===== config.mk =====
export PLATFORM = sky130hd
export DESIGN_NAME = branch_predict_resolve
export DESIGN_NICKNAME = d
export VERILOG_FILES = /design/src/rtl/core_pkg.sv /design/src/rtl/sat_counter_bank.sv /design/src/rtl/branch_predict_resolve.sv
export SDC_FILE = /design/constraint.sdc
export NUM_CORES = 1
export LEC_CHECK = 0
export CORE_ASPECT_RATIO = 1.25
export CORE_MARGIN = 2
export CORE_UTILIZATION = 32
export DETAILED_ROUTE_END_ITERATION = 8
export PLACE_DENSITY = 0.48
export SYNTH_ARGS = -nofsm -noshare
export SYNTH_HDL_FRONTEND = slang
export SYNTH_SLANG_ARGS = --single-unit
export TNS_END_PERCENT = 30

===== constraint.sdc =====
create_clock -name clk -period 4.55 [get_ports clk]
set_clock_uncertainty 0.05 [all_clocks]
set_input_delay 0.6825 -clock clk [delete_from_list [all_inputs] [get_ports clk]]
set_output_delay 0.6825 -clock clk [all_outputs]
set_load 0.02 [all_outputs]

===== src/rtl/core_pkg.sv =====
// Shared definitions for the branch unit.
// Holds the opcode-class and PC-source encodings, the funct3 values of the
// conditional branches, the ALU flag bit positions and the class decoder.
package core_pkg;

  typedef enum logic [1:0] {
    CLS_NONE = 2'd0,
    CLS_BR   = 2'd1,
    CLS_JAL  = 2'd2,
    CLS_JALR = 2'd3
  } op_class_t;

  typedef enum logic [1:0] {
    PC_SEQ     = 2'b00,
    PC_TGT     = 2'b01,
    PC_JALR    = 2'b10,
    PC_RESTORE = 2'b11
  } pc_src_t;

  localparam logic [2:0] F3_BEQ  = 3'b000;
  localparam logic [2:0] F3_BNE  = 3'b001;
  localparam logic [2:0] F3_BLT  = 3'b100;
  localparam logic [2:0] F3_BGE  = 3'b101;
  localparam logic [2:0] F3_BLTU = 3'b110;
  localparam logic [2:0] F3_BGEU = 3'b111;

  localparam int FLAG_EQ  = 1;
  localparam int FLAG_LT  = 2;
  localparam int FLAG_LTU = 3;

  // Only bit 6 and bits 3:2 of the opcode separate the control-flow classes.
  // funct3 010/011 are not branch encodings, so they fall back to NONE.
  function automatic op_class_t decode_class(input logic [6:0] op,
                                             input logic [2:0] f3);
    op_class_t cls;
    if (!op[6]) begin
      cls = CLS_NONE;
    end else begin
      case (op[3:2])
        2'b01:   cls = CLS_JALR;
        2'b11:   cls = CLS_JAL;
        default: cls = (f3[2:1] == 2'b01) ? CLS_NONE : CLS_BR;
      endcase
    end
    return cls;
  endfunction

endpackage


===== src/rtl/sat_counter_bank.sv =====
// Branch history table: an array of saturating up/down counters.
// Ports:
//   i_clk, i_reset   clock and synchronous active-high reset (loads INIT_CTR)
//   i_rd_idx         combinational read index
//   o_rd_ctr         counter value at i_rd_idx (pre-update, no bypass)
//   i_upd_en         apply an update this cycle
//   i_upd_inc        1 = increment toward max, 0 = decrement toward zero
//   i_upd_idx        index of the counter being updated
module sat_counter_bank #(
  parameter int ENTRIES  = 64,
  parameter int CTR_BITS = 2,
  parameter int INIT_CTR = 1,
  localparam int IDX_W   = (ENTRIES > 1) ? $clog2(ENTRIES) : 1
) (
  input  logic                i_clk,
  input  logic                i_reset,
  input  logic [IDX_W-1:0]    i_rd_idx,
  output logic [CTR_BITS-1:0] o_rd_ctr,
  input  logic                i_upd_en,
  input  logic                i_upd_inc,
  input  logic [IDX_W-1:0]    i_upd_idx
);

  localparam logic [CTR_BITS-1:0] CTR_MAX  = '1;
  localparam logic [CTR_BITS-1:0] CTR_INIT = CTR_BITS'(INIT_CTR);

  logic [CTR_BITS-1:0] r_ctr [ENTRIES];
  logic [CTR_BITS-1:0] w_upd_cur;

  assign o_rd_ctr  = r_ctr[i_rd_idx];
  assign w_upd_cur = r_ctr[i_upd_idx];

  // Reset wins over an update in the same cycle.
  always_ff @(posedge i_clk) begin
    if (i_reset) begin
      for (int i = 0; i < ENTRIES; i++) begin
        r_ctr[i] <= CTR_INIT;
      end
    end else if (i_upd_en) begin
      if (i_upd_inc) begin
        if (w_upd_cur != CTR_MAX) r_ctr[i_upd_idx] <= w_upd_cur + CTR_BITS'(1);
      end else begin
        if (w_upd_cur != '0) r_ctr[i_upd_idx] <= w_upd_cur - CTR_BITS'(1);
      end
    end
  end

endmodule


===== src/rtl/branch_predict_resolve.sv =====
// Branch unit: BHT direction prediction at fetch, branch/jal/jalr
// resolution at execute, BHT training and saturating statistics.
// Ports:
//   clk, reset        core clock, synchronous active-high reset
//   f_pc              fetch PC; f_pred_taken is its predicted direction
//   e_valid, e_op,
//   e_funct3, e_onzc  execute-stage instruction and ALU flags
//   e_pc              PC of the execute instruction (BHT training index)
//   e_pred_taken      prediction that travelled with the instruction
//   pc_src            PC-source select; mispredict = redirect/flush
//   branch_cnt        resolved conditional branches (saturating)
//   mispred_cnt       mispredicts of any kind (saturating)
module branch_predict_resolve
  import core_pkg::*;
#(
  parameter int XLEN        = 32,
  parameter int BHT_ENTRIES = 64,
  parameter int CTR_BITS    = 2,
  parameter int INIT_CTR    = 1,
  parameter int STAT_W      = 32
) (
  input  logic              clk,
  input  logic              reset,
  input  logic [XLEN-1:0]   f_pc,
  output logic              f_pred_taken,
  input  logic              e_valid,
  input  logic [6:0]        e_op,
  input  logic [2:0]        e_funct3,
  input  logic [3:0]        e_onzc,
  input  logic [XLEN-1:0]   e_pc,
  input  logic              e_pred_taken,
  output logic [1:0]        pc_src,
  output logic              mispredict,
  output logic [STAT_W-1:0] branch_cnt,
  output logic [STAT_W-1:0] mispred_cnt
);

  localparam int IDX_W = (BHT_ENTRIES > 1) ? $clog2(BHT_ENTRIES) : 1;

  logic [IDX_W-1:0]    w_f_idx;
  logic [IDX_W-1:0]    w_e_idx;
  logic [CTR_BITS-1:0] w_f_ctr;
  op_class_t           w_cls;
  logic                w_taken;
  pc_src_t             w_pc_src;
  logic                w_br_valid;
  logic [STAT_W-1:0]   r_branch_cnt;
  logic [STAT_W-1:0]   r_mispred_cnt;
  logic                w_unused_bits;

  function automatic logic [STAT_W-1:0] sat_inc(input logic [STAT_W-1:0] v);
    return (&v) ? v : v + STAT_W'(1);
  endfunction

  assign w_f_idx = f_pc[IDX_W+1:2];
  assign w_e_idx = e_pc[IDX_W+1:2];

  sat_counter_bank #(
    .ENTRIES  (BHT_ENTRIES),
    .CTR_BITS (CTR_BITS),
    .INIT_CTR (INIT_CTR)
  ) u_bht (
    .i_clk     (clk),
    .i_reset   (reset),
    .i_rd_idx  (w_f_idx),
    .o_rd_ctr  (w_f_ctr),
    .i_upd_en  (w_br_valid),
    .i_upd_inc (w_taken),
    .i_upd_idx (w_e_idx)
  );

  assign f_pred_taken = !reset && w_f_ctr[CTR_BITS-1];

  // Execute-stage resolution, all combinational.
  always_comb begin
    w_cls   = decode_class(e_op, e_funct3);
    w_taken = 1'b0;
    case (e_funct3)
      F3_BEQ:  w_taken =  e_onzc[FLAG_EQ];
      F3_BNE:  w_taken = !e_onzc[FLAG_EQ];
      F3_BLT:  w_taken =  e_onzc[FLAG_LT];
      F3_BGE:  w_taken = !e_onzc[FLAG_LT];
      F3_BLTU: w_taken =  e_onzc[FLAG_LTU];
      F3_BGEU: w_taken = !e_onzc[FLAG_LTU];
      default: w_taken = 1'b0;
    endcase

    w_pc_src = PC_SEQ;
    if (e_valid && !reset) begin
      case (w_cls)
        CLS_JALR: w_pc_src = PC_JALR;
        CLS_JAL:  if (!e_pred_taken) w_pc_src = PC_TGT;
        CLS_BR: begin
          if (w_taken && !e_pred_taken)      w_pc_src = PC_TGT;
          else if (!w_taken && e_pred_taken) w_pc_src = PC_RESTORE;
        end
        default: w_pc_src = PC_SEQ;
      endcase
    end
  end

  assign pc_src     = w_pc_src;
  assign mispredict = (w_pc_src != PC_SEQ);
  assign w_br_valid = e_valid && (w_cls == CLS_BR);

  // Statistics, updated on the clock edge that retires the execute slot.
  always_ff @(posedge clk) begin
    if (reset) begin
      r_branch_cnt  <= '0;
      r_mispred_cnt <= '0;
    end else begin
      if (w_br_valid) r_branch_cnt  <= sat_inc(r_branch_cnt);
      if (mispredict) r_mispred_cnt <= sat_inc(r_mispred_cnt);
    end
  end

  assign branch_cnt  = r_branch_cnt;
  assign mispred_cnt = r_mispred_cnt;

  assign w_unused_bits = ^{f_pc[XLEN-1:IDX_W+2], f_pc[1:0],
                           e_pc[XLEN-1:IDX_W+2], e_pc[1:0],
                           e_onzc[0], e_op[5:4], e_op[1:0]};

endmodule


After elaboration in Yosys (flattened, before gate mapping). Memory sizes are Yosys's and may differ from the RTL's. Index checks and enable logic that the tools add are counted.

$add $sub $neg: 4. Multiply operators: 0. Div/mod/pow operators: 0. Magnitude comparators: 0. Eq/ne operators: 12. Shift operators: 0. Mux-type cells: 25. Bitwise gates (word level): 3. Reductions and logical operators: 19.

Operators by type and width (number): $add A32 B1 Y32 const B (2); $reduce_and A32 Y1 (2); $mux W1 (15); $eq A3 B3 Y1 const B (4); $mux W2 (6); $eq A2 B1 Y1 const B (3); $eq A2 B2 Y1 const B (3); $logic_not A1 Y1 (6); $mux W6 (1); $pmux W1 S6 (1); $pmux W2 S3 (1); $logic_and A1 B1 Y1 (5); $pmux W2 S2 (1); $reduce_and A2 Y1 (2); $reduce_bool A2 Y1 (2); $eq A3 B1 Y1 const B (1); $logic_not A3 Y1 (1); $add A2 B1 Y2 const B (1); $ne A2 B2 Y1 const B (1); $not A1 Y1 (2); $reduce_or A2 Y1 (1); $sub A2 B1 Y2 const B (1); $or A1 B1 Y1 (1).

Bits in registers: 64. Latch bits: 0. RAM bits: 128. Memory bits (read-only): 0. Input port bits: 82. Output and inout bits: 68. Word-level logic and storage cells: 66. Memories: 1.

Memories: u_bht.r_ctr (words 64, bits a word 2, read ports 2, clocked after Yosys merged registers in 0, wr ports 64, RTL line sat_counter_bank.sv:27) `logic [CTR_BITS-1:0] r_ctr [ENTRIES];`.

Logic depth before layout (Yosys ltp). Gate-level depths: netlist of the first run.

Depth in word-level cells: 12. Mapped depth: 13. Gate-level depth less buffers: 12.

Cells and area by module. A second synthesis of the first run with hierarchy kept.

Cells, all modules: 1093. Area, all modules: 11464.7 um^2.

By module, submodules not included: sat_counter_bank (times used 1, cells an instance 665, area each 7926.4 um^2, seq. area each 3843.7 um^2); branch_predict_resolve (times used 1, cells an instance 428, area each 3538.4 um^2, seq. area each 1281.2 um^2).

Least setup slack after synthesis of the first run. Ideal clock, no wire load.

Kind: input-to-output. Start: input port f_pc[2]. End: output port f_pred_taken. Arrival: 2834 ps. Data required time: 3818 ps. Slack: 983 ps. Stages: 6. Path buffers: 2. Path through: buf_2 > buf_2 > mux4_2 > mux4_2 > mux4_2 > nor2b_1.

Word-level cells in the longest chain between the ends: 2.

RTL lines: start: declaration (RTL line branch_predict_resolve.sv:24) `input logic [XLEN-1:0] f_pc,`; $mem_v2 Z64 W2; $logic_and A1 B1 Y1 (RTL line branch_predict_resolve.sv:72) `assign f_pred_taken = !reset && w_f_ctr[CTR_BITS-1];`; end: declaration (RTL line branch_predict_resolve.sv:25) `output logic f_pred_taken,`.

No other way between the ends.

Final worst setup path of the first run. Ends and elaborated chain as after synthesis.

==> reports/metrics.cfg, run 1 <==
[status]
outcome=complete, no violations

[layout]
design_area_um2=12700
nets=1190
antennaDiodeCount=0
layout.cells.non_filler=1536
areaGrowthSynthToFinish_pct=21.8
drive_gt1_share_pct=14.4

[power]
worst_ir_drop_vdd_uv=249
p_per_area_nw_per_um2=308
p_leak_uw=0.00412
fin_total_pwr_uw=3930

[setup_path]
cp_data_required_time_ps=3820
max_stage_delay_ps=550
path_max_fanout=16
startpoint=f_pc[2]
crit_family=multiplexers
cp_common_cell=mux4_2
cpMaxStageDelayCell=mux4_2
start_kind=input pin
end_kind=output pin
r2r_start=u_bht.r_ctr[36][0]
path_buf_inv=3
crit_type=input pin to output pin
crit_chain=clkdlybuf4s50_1, buf_12, mux4_2, mux4_2, mux4_2, nor2b_1, clkdlybuf4s50_1
cp.arrival_ps=3630

[logic_synthesis]
synth_area_leaders=edfxtp_1 37%, dfxtp_1 12%, mux4_2 6.3%, nand4_1 5.0%, nand2b_1 4.7%
synth_most_common_cell=edfxtp_1
ys_warn_count=0
synth_compound_area_share_pct=8.13
async_flop_share_pct=0
yosysSeqAreaShare_pct=49.0
yosysTopAreaCell=edfxtp_1
yosys.area_share.adder_pct=0.359
synthMuxAreaShare_pct=10.7
synth_edf_count=128
synthCells=1003
synth_nets=1088
yosysUniqueCellTypes=63
synth_seq_cells=192
synth_top_area_share_pct=36.8
syn_area_um2=10500
ys.flop_type=edfxtp_1
synth_top_family_by_area=simple AND/OR/NAND/NOR gates
synth_common_cells=128 x edfxtp_1, 90 x nand2_1, 84 x nand4_1, 82 x a21oi_1, 80 x nor2_1
avgSynthCellArea_um2=10.4
synthXorXnorAreaFrac_pct=4.36
yosys.area_share.simple_pct=22.9

[clocking]
root_buffer=clkbuf_16
clk_latency_ps=440
cts_buffer_depth=2
cts_tree=built
numClockSinks=192
cts_resized=0
htree_levels=4
post_cts_buffers=0
path_clk_slew_ps=70
cts_made_buffers=17
cts_hold_buf=0

[placed_design]
hpwl_um=22000
gp_congestion=0.833
numPortBuffers=92
placed_cells=1504
dpl_worst_slack_ps=185
placed_area_um2=12100

[sta]
tightest_slew_ps=888
fin_ws_ps=190
fin_crit_ps=4360
slew_headroom_pct=40.3
post-route-period-util_pct=95.8
grt_setup_unrepaired=false
setup_violations=0
fmax_mhz=229
drv_slew=0
finalHoldViolCount=0
tns_ps=0

[global_routing]
grt_usage_pct=19.3
first_global_vias=8310
grt_max_degree=72
antenna_found_initial=0
overflow=0
grt_pass1_wl_um=50500

[hold_path]
hold_class=flip-flop to flip-flop
hp-start=mispred_cnt[23]

[floorplanning]
die_area_um2=34100
io_pins=150
coreArea_um2=32400
start_util_pct=32.2
die_y_um=206
die_width_um=166
fp-row-count=74

[route]
via_per_inst=5.41
drc=0
drt_pre_antenna_iters=5
num_vias=8308
first_iter_violations=518
ant_nets=0
drt_wl_total_um=32300
wl_per_cell_um=21.1

[run]
drv_cap=0

==> final timing paths <==
path                              to  slack (ps)  cells after the start
setup / recovery        f_pred_taken         190                      7
hold / removal       mispred_cnt[23]         460                      2
setup reg to reg  u_bht.r_ctr[21][0]        1560                     10
hold reg to reg      mispred_cnt[23]         460                      2
==> cell type report <==
class | instances | area, µm²
clock buffers | 19 | 443
clock inverters | 13 | 149
fillers | 3207 | 19700
inverters | 13 | 48.8
multi-input cells | 719 | 4890
flip-flops and latches | 192 | 5120
well taps | 418 | 523
repair buffers | 162 | 1550
==> routing by layer <==
layer,global-route usage (%),vias to the layer above,routed length [µm]
met4,6.49,0,849
met5,0,-,0
met1,24.5,4096,13900
met3,3.85,47,1750
li1,-,3911,-
met2,33.0,254,15800
==> where the power goes <==
| group | internal (µW) | total (µW) | switching (µW) |
|---|---|---|---|
| clock | 856 | 1550 | 691 |
| sequential | 1880 | 1890 | 17.1 |
| combinational | 182 | 486 | 304 |
==> sequential cells by signal (all words and copies together), names as in the netlist <==
name and count:
branch_cnt 32, u_bht.r_ctr 128, mispred_cnt 32
==> layout by cell type, fill, tap and decap left out, types with 3 or more instances in the layout <==
cell             synthesis  routed
a211oi_1                 3       3
a21oi_1                 82      82
and2_1                   3       3
and3_1                   9       9
and4_1                   5       5
buf_12                   0       9
buf_4                    3      63
clkbuf_16                0      17
clkdlybuf4s50_1          0      90
clkinv_2                 0       3
dfxtp_1                 64      64
edfxtp_1               128     128
ha_1                     3       3
inv_1                   13      13
inv_6                    0       3
mux2_2                   3       3
mux2i_1                 42      42
mux4_2                  29      29
nand2_1                 90      90
nand2b_1                79      79
nand3_1                 26      26
nand3b_1                 7       7
nand4_1                 84      84
nand4b_1                 4       4
nor2_1                  80      80
nor2b_1                  6       6
nor3_1                   9       9
nor3b_2                  3       3
nor4_2                   2       6
o21ai_0                 23      23
o21bai_1                 3       3
o22ai_1                 17      17
o31ai_1                  3       3
or2_2                    5       5
or3_1                   11      11
xnor2_1                 21      21
xor2_1                  31      31
==> tightest hold or removal path, stage by stage (launching register included) <==
cell	delay (ps)
dfxtp_1	330
o21ai_0	70
a21oi_1	60
==> stage by stage <==
stage | hold slack (ps) | utilization (%)
finish | 458 | 39.3
detailed placement | 446 | 37.5
global placement | 439 | 37.5
CTS | 459 | 39.3
floorplan | 515 | -
global route | 500 | 39.3
==> logic make-up after synthesis <==
| group | Yosys count |
|---|---|
| buffers and inverters | 92 |
| flip-flops | 192 |
| multiplexers | 75 |
| AO/OA/AOI/OAI | 148 |
| adder cells (fa/ha/maj) | 3 |
| AND/OR/NAND/NOR | 441 |
| XOR/XNOR | 52 |
No activity file was read; power rests on OpenSTA's default activity.
==> run 2: changes to the inputs <==
- PLACE_DENSITY: 0.48 -> 0.5
- clock period: 4.55 -> 3.65 ns (I/O delays scaled with it)
==> run 2 against run 1 <==
Clock power grew 20%. Setup slack lost 70 ps. First-iteration DRC count grew 2.5%. Sequential cell count is the same. Core utilization grew 1.9 points. Sequential power grew 25%. Total power grew 25%. Critical path depth grew 2. Via count grew 3.5%. Worst hold slack lost 52 ps. Critical path type unchanged. Largest cell class unchanged.
==> reports/metrics.cfg, run 2 (synthesis results as in run 1) <==
[layout]
antennaDiodeCount=0  ; unchanged
register_area_um2=5120  ; unchanged
multiInputGateArea_um2=4890  ; about the same
layout.cells.non_filler=1606  ; was 1536
fillers=3161  ; was 3207
largest_register_ff_count=128  ; unchanged
areaGrowthSynthToFinish_pct=27.8  ; was 21.8%
drive_gt1_share_pct=19.3  ; was 14.4%
final_cell_mix=128 x edfxtp_1, 124 x buf_4, 90 x nand2_1  ; was 128 x edfxtp_1, 90 x nand2_1, 90 x clkdlybuf4s50_1
layout_commonest_cell=edfxtp_1  ; unchanged
top_register=u_bht.r_ctr  ; unchanged
fin_util_pct=41.2  ; was 39.3%
nets=1260  ; was 1190

[sta]
slew_headroom_pct=62.7  ; was 40.3%
finalHoldViolCount=0  ; unchanged
fin_crit_ps=3530
tns_ps=0  ; unchanged
tightest_slew_ps=560  ; was 888 ps
post-route-period-util_pct=96.7
setup_violations=0  ; unchanged
fmax_mhz=283
drv_slew=0  ; unchanged

[setup_path]
cp.arrival_ps=2930  ; was 3630 ps
path_buf_inv=3  ; unchanged
crit_type=input pin to output pin  ; unchanged
crit_chain=clkdlybuf4s50_1, mux2i_1, xnor2_1, a21oi_1, ha_1, a2111oi_1, buf_4, or2_2, dlygate4sd2_1  ; was clkdlybuf4s50_1, buf_12, mux4_2, mux4_2, mux4_2, nor2b_1, clkdlybuf4s50_1
end_kind=output pin  ; unchanged
crit_family=buffers and inverters  ; was multiplexers
path_max_fanout=2  ; was 16
cp_data_required_time_ps=3050  ; was 3820 ps
start_kind=input pin  ; unchanged
cpMaxStageDelayCell=clkdlybuf4s50_1  ; was mux4_2
max_stage_delay_ps=490  ; was 550 ps
r2r_slack_ps=840  ; was 1560 ps

[route]
drt_wl_total_um=32800  ; was 32300 µm
wl_per_cell_um=20.4  ; was 21.1 µm
drt_pre_antenna_iters=5  ; unchanged
num_vias=8601  ; was 8308
via_per_inst=5.36  ; was 5.41
drc=0  ; unchanged
first_iter_violations=531  ; was 518
ant_nets=0  ; unchanged

[hold_path]
hold_class=input pin to flip-flop  ; was flip-flop to flip-flop

[clocking]
cts_tree=built  ; unchanged
numClockSinks=192  ; unchanged
cts_hold_buf=0  ; unchanged
clk_latency_ps=460  ; was 440 ps
post_cts_buffers=0  ; unchanged
path_clk_slew_ps=70  ; about the same
htree_levels=4  ; unchanged
cts_buffer_depth=2  ; unchanged
cts_made_buffers=17  ; unchanged
root_buffer=clkbuf_16  ; unchanged

[global_routing]
antenna_found_initial=0  ; unchanged
top_usage_layer=met2  ; unchanged
grt_pass1_wl_um=51500  ; was 50500 µm
gr-usage-met3_pct=5.09  ; was 3.85%
first_global_vias=8559  ; was 8310
overflow=0  ; unchanged
gr-usage-met2_pct=33.6  ; was 33.0%
grtUsageMet1_pct=24.1  ; was 24.5%
grt_max_degree=56  ; was 72
grt_usage_pct=19.6  ; was 19.3%

[floorplanning]
die_width_um=166  ; unchanged
io_pins=150  ; unchanged
coreArea_um2=32400  ; unchanged
die_y_um=206  ; unchanged
start_util_pct=32.2  ; unchanged
fp-row-count=74  ; unchanged
die_area_um2=34100  ; unchanged

[placed_design]
placed_cells=1573  ; was 1504
hpwl_um=23200  ; was 22000 µm
numPortBuffers=92  ; unchanged
gp_congestion=0.823  ; was 0.833

[power]
p_per_area_nw_per_um2=366  ; was 308 nW/µm²
worst_ir_drop_vdd_uv=252  ; was 249 µV
p_leak_uw=0.00447  ; was 0.00412 µW

[status]
outcome=complete, no violations  ; unchanged

[run]
drv_cap=0  ; unchanged

run 2: path summary, 6_finish.rpt:
| check | to | cells past startpoint | start |
|---|---|---|---|
| worst max-delay path | mispredict | 9 | e_funct3[1] |
| worst min-delay path | mispred_cnt[31] | 2 | reset |
| worst max register to register | u_bht.r_ctr[55][0] | 10 | u_bht.r_ctr[3][0] |
| worst min register to register | mispred_cnt[26] | 2 | mispred_cnt[26] |
run 2: layout make-up:
cell class	count	area share, %
clock inverters	9	0.628
clock buffers	23	3.59
inverters	13	0.366
flip-flops and latches	192	38.4
well taps	418	3.92
repair buffers	232	16.5
multi-input cells	719	36.6
run 2: power by group:
group          leakage, µW  switching (µW)  internal (µW)
Combinational      0.00259             383            289
Clock             0.000254             860            996
Sequential         0.00162            23.9           2340
Total              0.00447            1270           3620
run 2: repair_timing:
item                       in CTS  in global routing
gates resized for setup         6                  2
setup endpoints to repair       2                  2
gates cloned                    1                  0
run 2: metrics by stage:
stage          cell area, µm²  worst slack (ps)  power (µW)  hold WS, ps
3_3_place_gp            12800              -442        3080          436
4_1_cts                 13400              24.6        4930          393
5_1_grt                 13400             -44.8        5050          411
6_report                13400               120        4890          406
3_5_place_dp            12800              -458        3080          444
2_1_floorplan           10500               353        2760          515
run 2: metal layers:
metal,wire (µm),vias up
met1,13900,4247
met2,16000,262
met3,2090,40
met4,785,0
met5,0,-
li1,-,4052
==> run 3: changes to the inputs <==
- SKIP_CTS_REPAIR_TIMING: unset -> 1
==> run 3 against run 2 <==
The flow now finishes with violations (negative setup slack). Non-clock buffer count is 1 lower. Total power is 0.15% lower. Wire length is 0.22% lower. Sequential share of layout area is 0.086 points higher. Via count hardly changed. Worst hold slack worse by 0.93 ps. Critical path type unchanged. Highest routed layer unchanged.
==> reports/metrics.cfg, run 3 (synthesis results as in run 1) <==
[global_routing]
overflow=0  ; unchanged
grt_pass1_wl_um=51400  ; was 51500 µm
first_global_vias=8551  ; was 8559
grt_max_degree=56  ; unchanged
grt_usage_pct=19.6  ; about the same
antenna_found_initial=0  ; unchanged

[layout]
largest_register_ff_count=128  ; unchanged
top_register=u_bht.r_ctr  ; unchanged
nets=1259  ; was 1260
drive_gt1_share_pct=19.1  ; was 19.3%
design_area_um2=13300  ; was 13400 µm²
fillers=3163  ; was 3161
fin_util_pct=41.1  ; was 41.2%
areaGrowthSynthToFinish_pct=27.5  ; was 27.8%
antennaDiodeCount=0  ; unchanged
final_cell_mix=128 x edfxtp_1, 124 x buf_4, 90 x nand2_1  ; unchanged
layout_commonest_cell=edfxtp_1  ; unchanged

[clocking]
root_buffer=clkbuf_16  ; unchanged
htree_levels=4  ; unchanged
numClockSinks=192  ; unchanged
cts_buffer_depth=2  ; unchanged
path_clk_slew_ps=70  ; about the same
clk_latency_ps=460  ; about the same
cts_tree=built  ; unchanged
cts_made_buffers=17  ; unchanged

[sta]
finalHoldViolCount=0  ; unchanged
fin_ws_ps=-73.2  ; was 120 ps
tightest_slew_ps=552  ; was 560 ps
slew_headroom_pct=63.2  ; was 62.7%
post-route-period-util_pct=102  ; was 96.7%
setup_violations=1  ; was 0
fin_crit_ps=3720  ; was 3530 ps
drv_slew=0  ; unchanged
fmax_mhz=269  ; was 283 MHz
grt_setup_unrepaired=true

[floorplanning]
start_util_pct=32.2  ; unchanged
die_y_um=206  ; unchanged
die_area_um2=34100  ; unchanged
io_pins=150  ; unchanged
die_width_um=166  ; unchanged
fp-row-count=74  ; unchanged
coreArea_um2=32400  ; unchanged

[setup_path]
cp.arrival_ps=3130  ; was 2930 ps
path_max_fanout=16  ; was 2
end_kind=output pin  ; unchanged
cpMaxStageDelayCell=mux4_2  ; was clkdlybuf4s50_1
crit_type=input pin to output pin  ; unchanged
cp_data_required_time_ps=3050  ; about the same
start_kind=input pin  ; unchanged
cp_common_cell=mux4_2
max_stage_delay_ps=530  ; was 490 ps
crit_chain=clkdlybuf4s50_1, buf_12, mux4_2, mux4_2, mux4_2, nor2b_1, buf_2  ; was clkdlybuf4s50_1, mux2i_1, xnor2_1, a21oi_1, ha_1, a2111oi_1, buf_4, or2_2, dlygate4sd2_1

[power]
p_per_area_nw_per_um2=367  ; was 366 nW/µm²
worst_ir_drop_vdd_uv=252  ; about the same
p_leak_uw=0.00446  ; was 0.00447 µW

[status]
outcome=finished with violations  ; was complete, no violations
violations=negative setup slack

[route]
via_per_inst=5.36  ; about the same
drt_pre_antenna_iters=5  ; unchanged
drt_wl_total_um=32700  ; was 32800 µm
num_vias=8596  ; was 8601
drc=0  ; unchanged
ant_nets=0  ; unchanged
wl_per_cell_um=20.4  ; about the same
first_iter_violations=566  ; was 531

[placed_design]
placed_area_um2=12800  ; unchanged
gp_congestion=0.823  ; unchanged
hpwl_um=23200  ; unchanged
numPortBuffers=92  ; unchanged

[run]
drv_cap=0  ; unchanged

[hold_path]
hold_class=input pin to flip-flop  ; unchanged

[run 3: worst paths after layout]
kind                            from  depth (start not counted)            endpoint  slack [ps]
setup reg to reg  u_bht.r_ctr[43][1]                         11  u_bht.r_ctr[55][0]         820
hold / removal                 reset                          2     mispred_cnt[31]         410
hold reg to reg      mispred_cnt[26]                          2     mispred_cnt[26]         460
setup / recovery             f_pc[2]                          7        f_pred_taken         -70
[run 3: stage by stage]
stage,TNS [ps],hold WS (ps),std cells,worst slack (ps),power [µW]
floorplan,0,515,1003,353,2760
global placement,-59820,436,1573,-442,3080
detailed placement,-43050,444,1573,-458,3080
CTS,-638,393,1605,-457,4920
global route,-147,411,1605,-147,5050
finish,-73.2,405,1605,-73.2,4880
[run 3: cell type report]
class / instances / area (µm²) / area share, %
clock inverters: 9 / 83.8 / 0.629
multi-input cells: 719 / 4890 / 36.7
well taps: 418 / 523 / 3.93
inverters: 13 / 48.8 / 0.366
clock buffers: 23 / 479 / 3.60
repair buffers: 231 / 2170 / 16.3
flip-flops and latches: 192 / 5120 / 38.5
[run 3: worst max-delay path: cells and delay by family]
family / cells / cell delay, ps
muxes: 3 / 1550
buffers and inverters: 3 / 860
and+or+nand+nor: 1 / 150
[run 3: power breakdown]
group	internal (µW)	total (µW)	leakage, µW	switching (µW)
clock network	996	1850	0.000254	858
registers	2340	2360	0.00162	24.1
logic	285	667	0.00259	382
[run 3: routing by layer]
layer  wire, µm  GRT usage [%]
met1      14100           24.2
met2      15800           33.2
met3       2000           5.04
met4        820           6.93
met5          0              0
